`config.mk`:
```
export PLATFORM = sky130hd
export DESIGN_NAME = pipe_stall_ctrl
export DESIGN_NICKNAME = d
export VERILOG_FILES = /design/src/rtl/pipe_ctrl_pkg.sv /design/src/rtl/fill_timer.sv /design/src/rtl/pipe_stall_ctrl.sv
export SDC_FILE = /design/constraint.sdc
export NUM_CORES = 1
export LEC_CHECK = 0
export ABC_AREA = 1
export CAP_MARGIN = 10
export CORE_MARGIN = 3
export CORE_UTILIZATION = 42
export DETAILED_ROUTE_END_ITERATION = 6
export GPL_TIMING_DRIVEN = 0
export PLACE_DENSITY = 0.95
export SLEW_MARGIN = 20
export SYNTH_ARGS = -nofsm -noshare
export SYNTH_HDL_FRONTEND = slang
export SYNTH_HIERARCHICAL = 1
export SYNTH_SLANG_ARGS = --single-unit
```
`constraint.sdc`:
```
create_clock -name clk -period 2.8 [get_ports clk]
set_clock_uncertainty 0.15 [all_clocks]
set_input_delay 0.56 -clock clk [delete_from_list [all_inputs] [get_ports clk]]
set_output_delay 0.56 -clock clk [all_outputs]
set_load 0.05 [all_outputs]
```
`src/rtl/pipe_ctrl_pkg.sv`:
```
// Shared types and constants for the WISC pipeline stall controller.
`timescale 1ns/1ps
package pipe_ctrl_pkg;

  // Controller states: normal flow, I-side fill, D-side fill, terminal halt.
  typedef enum logic [1:0] {
    RUN    = 2'd0,
    I_FILL = 2'd1,
    D_FILL = 2'd2,
    HALTED = 2'd3
  } pipe_state_t;

  // Value driven on fill_sel to tell the memory which cache is being filled.
  localparam logic FILL_SEL_I = 1'b0;
  localparam logic FILL_SEL_D = 1'b1;

endpackage

```
`src/rtl/fill_timer.sv`:
```
// Loadable down-counter that times a cache line fill; zero flags the last cycle.
`timescale 1ns/1ps
module fill_timer #(
  parameter int CNT_W = 3
) (
  input  logic             clk,
  input  logic             rst_n,
  input  logic             load,
  input  logic [CNT_W-1:0] load_val,
  output logic             zero
);

  logic [CNT_W-1:0] cnt_q;
  logic [CNT_W-1:0] cnt_d;

  // Load on fill entry, otherwise count down and rest at zero.
  always_comb begin
    cnt_d = cnt_q;
    if (load) begin
      cnt_d = load_val;
    end else if (cnt_q != '0) begin
      cnt_d = cnt_q - 1'b1;
    end
  end

  // Counter register; reset abandons any fill in progress.
  always_ff @(posedge clk or negedge rst_n) begin
    if (!rst_n) begin
      cnt_q <= '0;
    end else begin
      cnt_q <= cnt_d;
    end
  end

  assign zero = (cnt_q == '0);

endmodule

```
`src/rtl/pipe_stall_ctrl.sv`:
```
// Central pipeline control for the 5-stage WISC core: turns hazards, branches,
// cache misses and HLT into write-enable / bubble controls for the PC and the
// IF/ID, ID/EX, EX/MEM, MEM/WB register banks.
// Optional build macro PIPE_STALL_PERF_EN adds a 16-bit stalled-cycle counter.
`timescale 1ns/1ps
module pipe_stall_ctrl
  import pipe_ctrl_pkg::*;
#(
  parameter int FILL_CYC = 4,
  parameter int CNT_W    = 3
) (
  input  logic        clk,
  input  logic        rst_n,
  input  logic        ld_use_hzd,
  input  logic        br_taken,
  input  logic        halt_id,
  input  logic        i_miss,
  input  logic        d_miss,
  output logic        pc_wen,
  output logic        ifid_wen,
  output logic        ifid_clr,
  output logic        idex_wen,
  output logic        idex_clr,
  output logic        exmem_wen,
  output logic        memwb_wen,
  output logic        memwb_clr,
  output logic        fill_req,
  output logic        fill_sel,
  output logic [15:0] stall_cyc
);

  localparam logic [CNT_W-1:0] FILL_LAST = CNT_W'(FILL_CYC - 1);

  pipe_state_t state_q;
  pipe_state_t state_d;
  logic        tmr_load;
  logic        tmr_zero;

  fill_timer #(
    .CNT_W(CNT_W)
  ) u_fill_timer (
    .clk      (clk),
    .rst_n    (rst_n),
    .load     (tmr_load),
    .load_val (FILL_LAST),
    .zero     (tmr_zero)
  );

  // Next state plus stage controls: Mealy on the event inputs in RUN,
  // purely state-driven in the fill and halt states.
  always_comb begin
    state_d   = state_q;
    tmr_load  = 1'b0;
    pc_wen    = 1'b1;
    ifid_wen  = 1'b1;
    ifid_clr  = 1'b0;
    idex_wen  = 1'b1;
    idex_clr  = 1'b0;
    exmem_wen = 1'b1;
    memwb_wen = 1'b1;
    memwb_clr = 1'b0;
    fill_req  = 1'b0;
    fill_sel  = FILL_SEL_I;
    case (state_q)
      RUN: begin
        if (d_miss) begin
          // Freeze everything up to MEM; WB takes a bubble.
          pc_wen    = 1'b0;
          ifid_wen  = 1'b0;
          idex_wen  = 1'b0;
          exmem_wen = 1'b0;
          memwb_clr = 1'b1;
          state_d   = D_FILL;
          tmr_load  = 1'b1;
        end else if (i_miss) begin
          // Hold the PC, feed a bubble into ID, let older instructions drain.
          pc_wen   = 1'b0;
          ifid_clr = 1'b1;
          state_d  = I_FILL;
          tmr_load = 1'b1;
        end else if (ld_use_hzd) begin
          // Replay the consumer next cycle; a taken branch in ID is
          // re-evaluated then, so it is ignored here.
          pc_wen   = 1'b0;
          ifid_wen = 1'b0;
          idex_clr = 1'b1;
        end else if (br_taken) begin
          ifid_clr = 1'b1;
        end else if (halt_id) begin
          pc_wen   = 1'b0;
          ifid_clr = 1'b1;
          state_d  = HALTED;
        end
      end
      D_FILL: begin
        pc_wen    = 1'b0;
        ifid_wen  = 1'b0;
        idex_wen  = 1'b0;
        exmem_wen = 1'b0;
        memwb_clr = 1'b1;
        fill_req  = 1'b1;
        fill_sel  = FILL_SEL_D;
        if (tmr_zero) begin
          // A pending I-side miss is handed straight over to its own fill,
          // so no RUN cycle separates the two fills.
          if (i_miss) begin
            state_d  = I_FILL;
            tmr_load = 1'b1;
          end else begin
            state_d = RUN;
          end
        end
      end
      I_FILL: begin
        pc_wen   = 1'b0;
        ifid_clr = 1'b1;
        fill_req = 1'b1;
        fill_sel = FILL_SEL_I;
        if (tmr_zero) begin
          state_d = RUN;
        end
      end
      HALTED: begin
        pc_wen   = 1'b0;
        ifid_wen = 1'b0;
        idex_clr = 1'b1;
      end
      default: begin
        state_d = RUN;
      end
    endcase
  end

  // State register; reset returns to RUN so fill_req drops with rst_n.
  always_ff @(posedge clk or negedge rst_n) begin
    if (!rst_n) begin
      state_q <= RUN;
    end else begin
      state_q <= state_d;
    end
  end

`ifdef PIPE_STALL_PERF_EN
  logic [15:0] stall_cyc_q;
  logic [15:0] stall_cyc_d;

  // Count every cycle the PC is held; wraps naturally at 16 bits.
  always_comb begin
    stall_cyc_d = stall_cyc_q;
    if (!pc_wen) begin
      stall_cyc_d = stall_cyc_q + 16'd1;
    end
  end

  // Stall counter register.
  always_ff @(posedge clk or negedge rst_n) begin
    if (!rst_n) begin
      stall_cyc_q <= 16'h0000;
    end else begin
      stall_cyc_q <= stall_cyc_d;
    end
  end

  assign stall_cyc = stall_cyc_q;
`else
  assign stall_cyc = 16'h0000;
`endif

endmodule
```
==> flow_summary_export.csv, run 1 <==
group,metric,value,unit
synth,yosys_register_bits,5,
grt,grt_antenna_before_repair,0,
detailed_routing,drt_iter0_markers,31,
placed_design,dpl_cell_area,893,µm²
timing,slew-limit-headroom,66.5,%
placed_design,globalplace.congestion,0.868,
layout,final_common_cell,"nand2_1",
layout,drive_gt1_share,23.0,%
placed_design,hpwlAfterDp,1250,µm
grt,grt_usage,14.8,%
timing,timing.final.crit_share,97.1,%
detailed_routing,vias,656,
die,io_pins,33,
layout,most-common-layout-cells,"nand2_1, conb_1, buf_4, inv_1, clkdlybuf4s50_1",
clock_network,clkTransAtPathRegs,0.04,ns
timing,drv_slew,0,
timing,finalWorstSetupSlack,0.0804,ns
critical_path,critPathSlowestCell,"dlygate4sd2_1",
timing,max_freq,0.368,GHz
placed_design,place_inst,146,
power,p_leak,0.532,nW
layout,area_growth_syn_to_layout,38.3,%
placed_design,port_buffers,15,
detailed_routing,antenna_left,0,
synth,syn_avg_cell_area,6.70,µm²
power,powerDensity,463,nW/µm²
layout,final_cell_area,908,µm²
outcome,status,"completed",
die,dieHeight,45.5,µm
timing,setup_viol,0,
die,die_area,2070,µm²
min_path,min_path_type,"reg2reg",
clock_network,clockBufferDepth,2,
critical_path,crit_fanout,5,
grt,grt_pass1_wl,2320,µm
clock_network,hold_buffers,0,
critical_path,path_class,"in2out",
critical_path,worstPathRequired,2.09,ns
timing,setup_tns,0,ns
power,power,0.421,mW
synth,synthesis.instances,98,
clock_network,insertion_delay,0.23,ns
synth,synth.yosys.seq_area_share,19.0,%
layout,multi_input_area,408,µm²
critical_path,cp-start-kind,"input port",
timing,hold_viol,0,
die,die_w,45.5,µm
detailed_routing,drc,0,
clock_network,clock_sinks,5,
run,drv_cap,0,
synth,syn_area,657,µm²
placed_design,place_ws,-0.231,ns
critical_path,cp_num_buf_inv,2,
layout,final-instance-count-excl-fill,150,
layout,area.sequential,125,µm²
die,num_rows,13,
synth,ys_types,17,
clock_network,h-tree-depth,1,
timing,rsz0062_at_grt,"no",
critical_path,crit_chain,"clkdlybuf4s50_1 -> nor2_2 -> o21ai_1 -> o21bai_1 -> dlygate4sd2_1",
layout,nNetsFinal,150,
layout,diodes,0,
timing,period_needed,2.72,ns
synth,ys_warn_count,6,
critical_path,arrival,2.01,ns
grt,grt_max_degree,9,
detailed_routing,vias_per_cell,4.37,
detailed_routing,dr.pass1.iters,4,
timing,tightestPinTransition,0.501,ns
power,peakVddDrop,0.000430,V
grt,grt_pass1_vias,586,
critical_path,slowest_delay,0.54,ns
clock_network,cts_buffers,3,
layout,fill_cells,116,
detailed_routing,wl,1480,µm
clock_network,cts_tree,"done",
critical_path,crit_family,"buffers and inverters",
critical_path,crit_path_end_kind,"output pin",
die,initial_core_util,47.5,%
detailed_routing,detail_route.wl_per_cell,9.84,µm
grt,grt-ovfl-total,0,
clock_network,cts_root_buffer,"clkbuf_4",
die,core_area,1380,µm²
-- logic make-up after synthesis --
logic type	count (synthesis)	synth area share, %
simple gates	36	24.4
fa+ha+maj	7	13.3
flops	5	19.0
other cells	2	1.14
buf+inv	33	29.1
compound gates	15	13.0
-- tightest hold or removal path, delay by kind of cell, from the launching register on --
kind	cells	cell delay (ns)
flops	1	0.33
simple gates	2	0.11
-- path summary, 6_finish.rpt --
path                                       startpoint                     to  slack, ns  cells after the start
min in group asynchronous                       rst_n  u_fill_timer/cnt_q[2]       0.39                      1
worst max register to register  u_fill_timer/cnt_q[0]  u_fill_timer/cnt_q[1]       0.99                      9
worst min register to register  u_fill_timer/cnt_q[1]  u_fill_timer/cnt_q[1]       0.33                      2
max in group asynchronous                       rst_n             state_q[1]       1.93                      1
worst min-delay path            u_fill_timer/cnt_q[1]  u_fill_timer/cnt_q[1]       0.33                      2
worst max-delay path                           d_miss               ifid_clr       0.08                      5
-- sequential cells by signal (all words and copies together) (netlist names) --
| name | flops |
|---|---|
| state_q | 2 |
| u_fill_timer/cnt_q | 3 |
-- layout make-up --
type                            instances  share of cell area [%]
Sequential cell                         5                    13.8
Timing Repair Buffer                   15                    15.3
Clock buffer                            4                    2.89
Inverter                               15                    6.20
Buffer                                 18                    14.9
Multi-Input combinational cell         78                    44.9
Tap cell                               15                    2.07
-- power by group --
group	internal, mW	switching [mW]
Clock	0.0536	0.0247
Combinational	0.0792	0.152
Sequential	0.0959	0.0154
-- what timing repair did --
action	CTS	global route
setup endpoints to repair	7	2
gates resized for setup	7	3
pin swaps	0	0
setup buffers	0	0
hold endpoints to repair	0	0
-- Yosys cell counts --
cell / number / area share [%]
nand2_1: 22 / 13
buf_4: 18 / 21
inv_1: 13 / 7.4
ha_1: 7 / 13
dfrtp_1: 5 / 19
nor2_1: 4 / 2.3
o21ai_0: 4 / 3.0
o21ai_1: 4 / 3.0
o21bai_1: 4 / 4.6
a21oi_1: 3 / 2.3
nand2_2: 3 / 2.9
nor2_2: 3 / 2.9
conb_1: 2 / 1.1
inv_2: 2 / 1.1
nand3_1: 2 / 1.5
nand3_2: 1 / 1.5
nor3_1: 1 / 0.76
-- metal layers --
layer	track usage [%]	vias up	part of all wire, %
met1	15.4	283	35
met3	2.77	0	13
li1	-	336	-
met2	28.7	37	51
met4	5.26	0	0
met5	0	-	0
-- metrics by stage --
stage	util (%)	hold WS (ns)
5_1_grt	65.7	0.353
6_report	65.7	0.329
4_1_cts	65.9	0.330
2_1_floorplan	-	0.114
3_5_place_dp	64.6	0.321
3_3_place_gp	64.6	0.321
(Power assumes the default switching activity.)
==> run 2: changes to the inputs <==
--- a/config.mk
+++ b/config.mk
@@ -8,12 +8,11 @@
 export ABC_AREA = 1
 export CAP_MARGIN = 10
 export CORE_MARGIN = 3
-export CORE_UTILIZATION = 42
+export CORE_UTILIZATION = 34
 export DETAILED_ROUTE_END_ITERATION = 6
 export GPL_TIMING_DRIVEN = 0
-export PLACE_DENSITY = 0.95
+export PLACE_DENSITY = 0.86
 export SLEW_MARGIN = 20
 export SYNTH_ARGS = -nofsm -noshare
 export SYNTH_HDL_FRONTEND = slang
-export SYNTH_HIERARCHICAL = 1
 export SYNTH_SLANG_ARGS = --single-unit
==> constraint.sdc (replaced) <==
create_clock -name clk -period 2.3 [get_ports clk]
set_clock_uncertainty 0.15 [all_clocks]
set_input_delay 0.46 -clock clk [delete_from_list [all_inputs] [get_ports clk]]
set_output_delay 0.46 -clock clk [all_outputs]
set_load 0.05 [all_outputs]
==> run 2 against run 1 <==
Synthesized area is 8.4% lower. Critical path depth is the same. Largest power group unchanged. Cell count shrank 7.3%. Power rose to 3.1 times the previous value. Setup slack got worse by 0.037 ns. Critical endpoint is now idex_clr. Largest cell class unchanged.
==> flow_summary_export.csv, run 2 <==
group,metric,value,unit
synth,synth-async-reset-ratio,100,%
clock_network,cts_buffers,3,
detailed_routing,vias_per_cell,4.06,
synth,yosys_register_bits,5,
grt,grt_antenna_before_repair,0,
synth,synthXorXnorAreaFrac,1.46,%
detailed_routing,vias,564,
timing,period_needed,2.26,ns
layout,nNetsFinal,138,
synth,synth_edf_count,0,
outcome,status,"completed",
clock_network,clockBufferDepth,2,
synth,synth_top_family_by_area,"buffers and inverters",
critical_path,path_class,"in2out",
power,p_leak,0.519,nW
power,powerDensity,1470,nW/µm²
synth,synth_compound_area_share,9.98,%
layout,drive_gt1_share,35.0,%
clock_network,clock_sinks,5,
critical_path,worstPathRequired,1.69,ns
grt,grt_usage,10.9,%
placed_design,globalplace.congestion,0.833,
synth,synth-simple-area-share,20.8,%
layout,final-instance-count-excl-fill,139,
synth,synth_mux_area_share,0,%
die,io_pins,33,
critical_path,arrival,1.65,ns
layout,final_common_cell,"buf_4",
layout,most-common-layout-cells,"buf_4, conb_1, nand2_1, inv_1, nor2_1",
layout,diodes,0,
die,die_area,2310,µm²
placed_design,hpwlAfterDp,1030,µm
power,peakVddDrop,0.000953,V
timing,hold_viol,0,
detailed_routing,antenna_left,0,
detailed_routing,wl,1280,µm
run,drv_cap,0,
layout,reg_top3,"u_fill_timer.cnt_q: 3 flops, state_q: 2 flops",
synth,synthTopCellsByArea,"buf_4, dfrtp_1, ha_1",
synth,synth_common_cells,"buf_4, inv_1, nand2_1, ha_1, nor2_1",
synth,ys_warn_count,0,
detailed_routing,detail_route.wl_per_cell,9.20,µm
die,core_area,1580,µm²
critical_path,cp-start-kind,"input port",
die,num_rows,14,
timing,timing.final.crit_share,98.1,%
synth,synthFlopType,"dfrtp_1",
synth,syn_avg_cell_area,7.08,µm²
synth,synthesis.instances,85,
layout,largest_reg_flops,3,
timing,max_freq,0.443,GHz
critical_path,crit_fanout,4,
layout,fill_cells,155,
clock_network,hold_buffers,0,
timing,setup_viol,0,
layout,area_growth_syn_to_layout,46.8,%
grt,grt_max_degree,7,
critical_path,r2r_cells,8,
detailed_routing,drc,0,
critical_path,crit_path_end_kind,"output pin",
clock_network,cts_root_buffer,"clkbuf_4",
timing,drv_slew,0,
grt,grt_pass1_wl,1730,µm
synth,syn_area,602,µm²
synth,synth.yosys.seq_area_share,20.8,%
synth,ys_types,18,
detailed_routing,drt_iter0_markers,6,
grt,grt-ovfl-total,0,
die,initial_core_util,38.2,%
synth,yosysTopAreaCell,"buf_4",
placed_design,place_inst,131,
die,die_w,48.1,µm
synth,post-synth-top-count-cell,"buf_4",
grt,grt_pass1_vias,435,
clock_network,clkTransAtPathRegs,0.05,ns
layout,fin_util,56.0,%
die,dieHeight,48.1,µm
clock_network,h-tree-depth,1,
clock_network,insertion_delay,0.24,ns
synth,synth-adder-area-share,14.6,%
placed_design,port_buffers,15,
synth,synth_top_area_share,22.5,%
detailed_routing,dr.pass1.iters,2,
layout,largest_register,"u_fill_timer.cnt_q",
timing,rsz0062_at_grt,"yes",
min_path,min_path_type,"in2async",
clock_network,cts_tree,"done",
[run 2: critical path, stage by stage]
cell and delay (ns):
clkdlybuf4s50_1 0.51, nor2_4 0.18, nand2_1 0.13, a21oi_2 0.13
clkbuf_4 0.23
[run 2: what timing repair did]
item,4_1_cts,5_1_grt
pin swaps,0,1
gates resized for setup,38,11
setup endpoints to repair,9,8
buffers inserted,0,4
[run 2: kinds of logic after synthesis]
logic type / Yosys count
and+or+nand+nor: 28
AOI/OAI and AO/OA: 10
other: 2
DFF: 5
adders and majority gates: 7
xor gates and xnor gates: 1
buffers and inverters: 32
[run 2: final cells by class]
| cell class | instances | area (µm²) | area share (%) |
|---|---|---|---|
| Clock inverter | 1 | 5.00 | 0.567 |
| Tap cell | 16 | 20.0 | 2.27 |
| Sequential cell | 5 | 126 | 14.3 |
| Timing Repair Buffer | 19 | 159 | 18.0 |
| Inverter | 14 | 52.6 | 5.95 |
| Multi-Input combinational cell | 63 | 363 | 41.1 |
| Buffer | 18 | 135 | 15.3 |
| Clock buffer | 3 | 22.5 | 2.55 |
[run 2: metrics by stage]
stage / power (mW) / area [µm²] / setup WS (ns) / hold WS, ns / TNS [ns]
6_report: 1.30 / 883 / 0.0434 / 0.280 / 0
3_3_place_gp: 1.16 / 840 / -0.526 / 0.350 / -3.07
2_1_floorplan: 0.927 / 669 / -0.0298 / 0.0144 / -0.0457
3_5_place_dp: 1.18 / 840 / -0.555 / 0.357 / -3.12
4_1_cts: 1.23 / 843 / 0.00298 / 0.285 / 0
5_1_grt: 1.40 / 883 / -0.0207 / 0.276 / -0.0483
[run 2: metal layers]
metal / vias to the layer above / share of wire (%) / track usage [%]
met1: 235 / 43 / 12.6
met2: 23 / 49 / 18.2
li1: 306 / - / -
met3: 0 / 7.2 / 4.51
met5: - / 0 / 0
met4: 0 / 0 / 3.23
[run 2: power by group]
group	internal [mW]	switching [mW]
clock	0.0631	0.0397
sequential	0.129	0.0244
combinational	0.338	0.707
[run 2: path summary, 6_finish.rpt]
| path | end | slack, ns | startpoint |
|---|---|---|---|
| max in group asynchronous | state_q[0] | 1.52 | rst_n |
| min in group clk | u_fill_timer.cnt_q[1] | 0.37 | u_fill_timer.cnt_q[1] |
| max reg2reg | state_q[0] | 0.68 | state_q[1] |
| max | idex_clr | 0.04 | d_miss |
| min reg2reg | u_fill_timer.cnt_q[1] | 0.37 | u_fill_timer.cnt_q[1] |
| min | u_fill_timer.cnt_q[0] | 0.28 | rst_n |
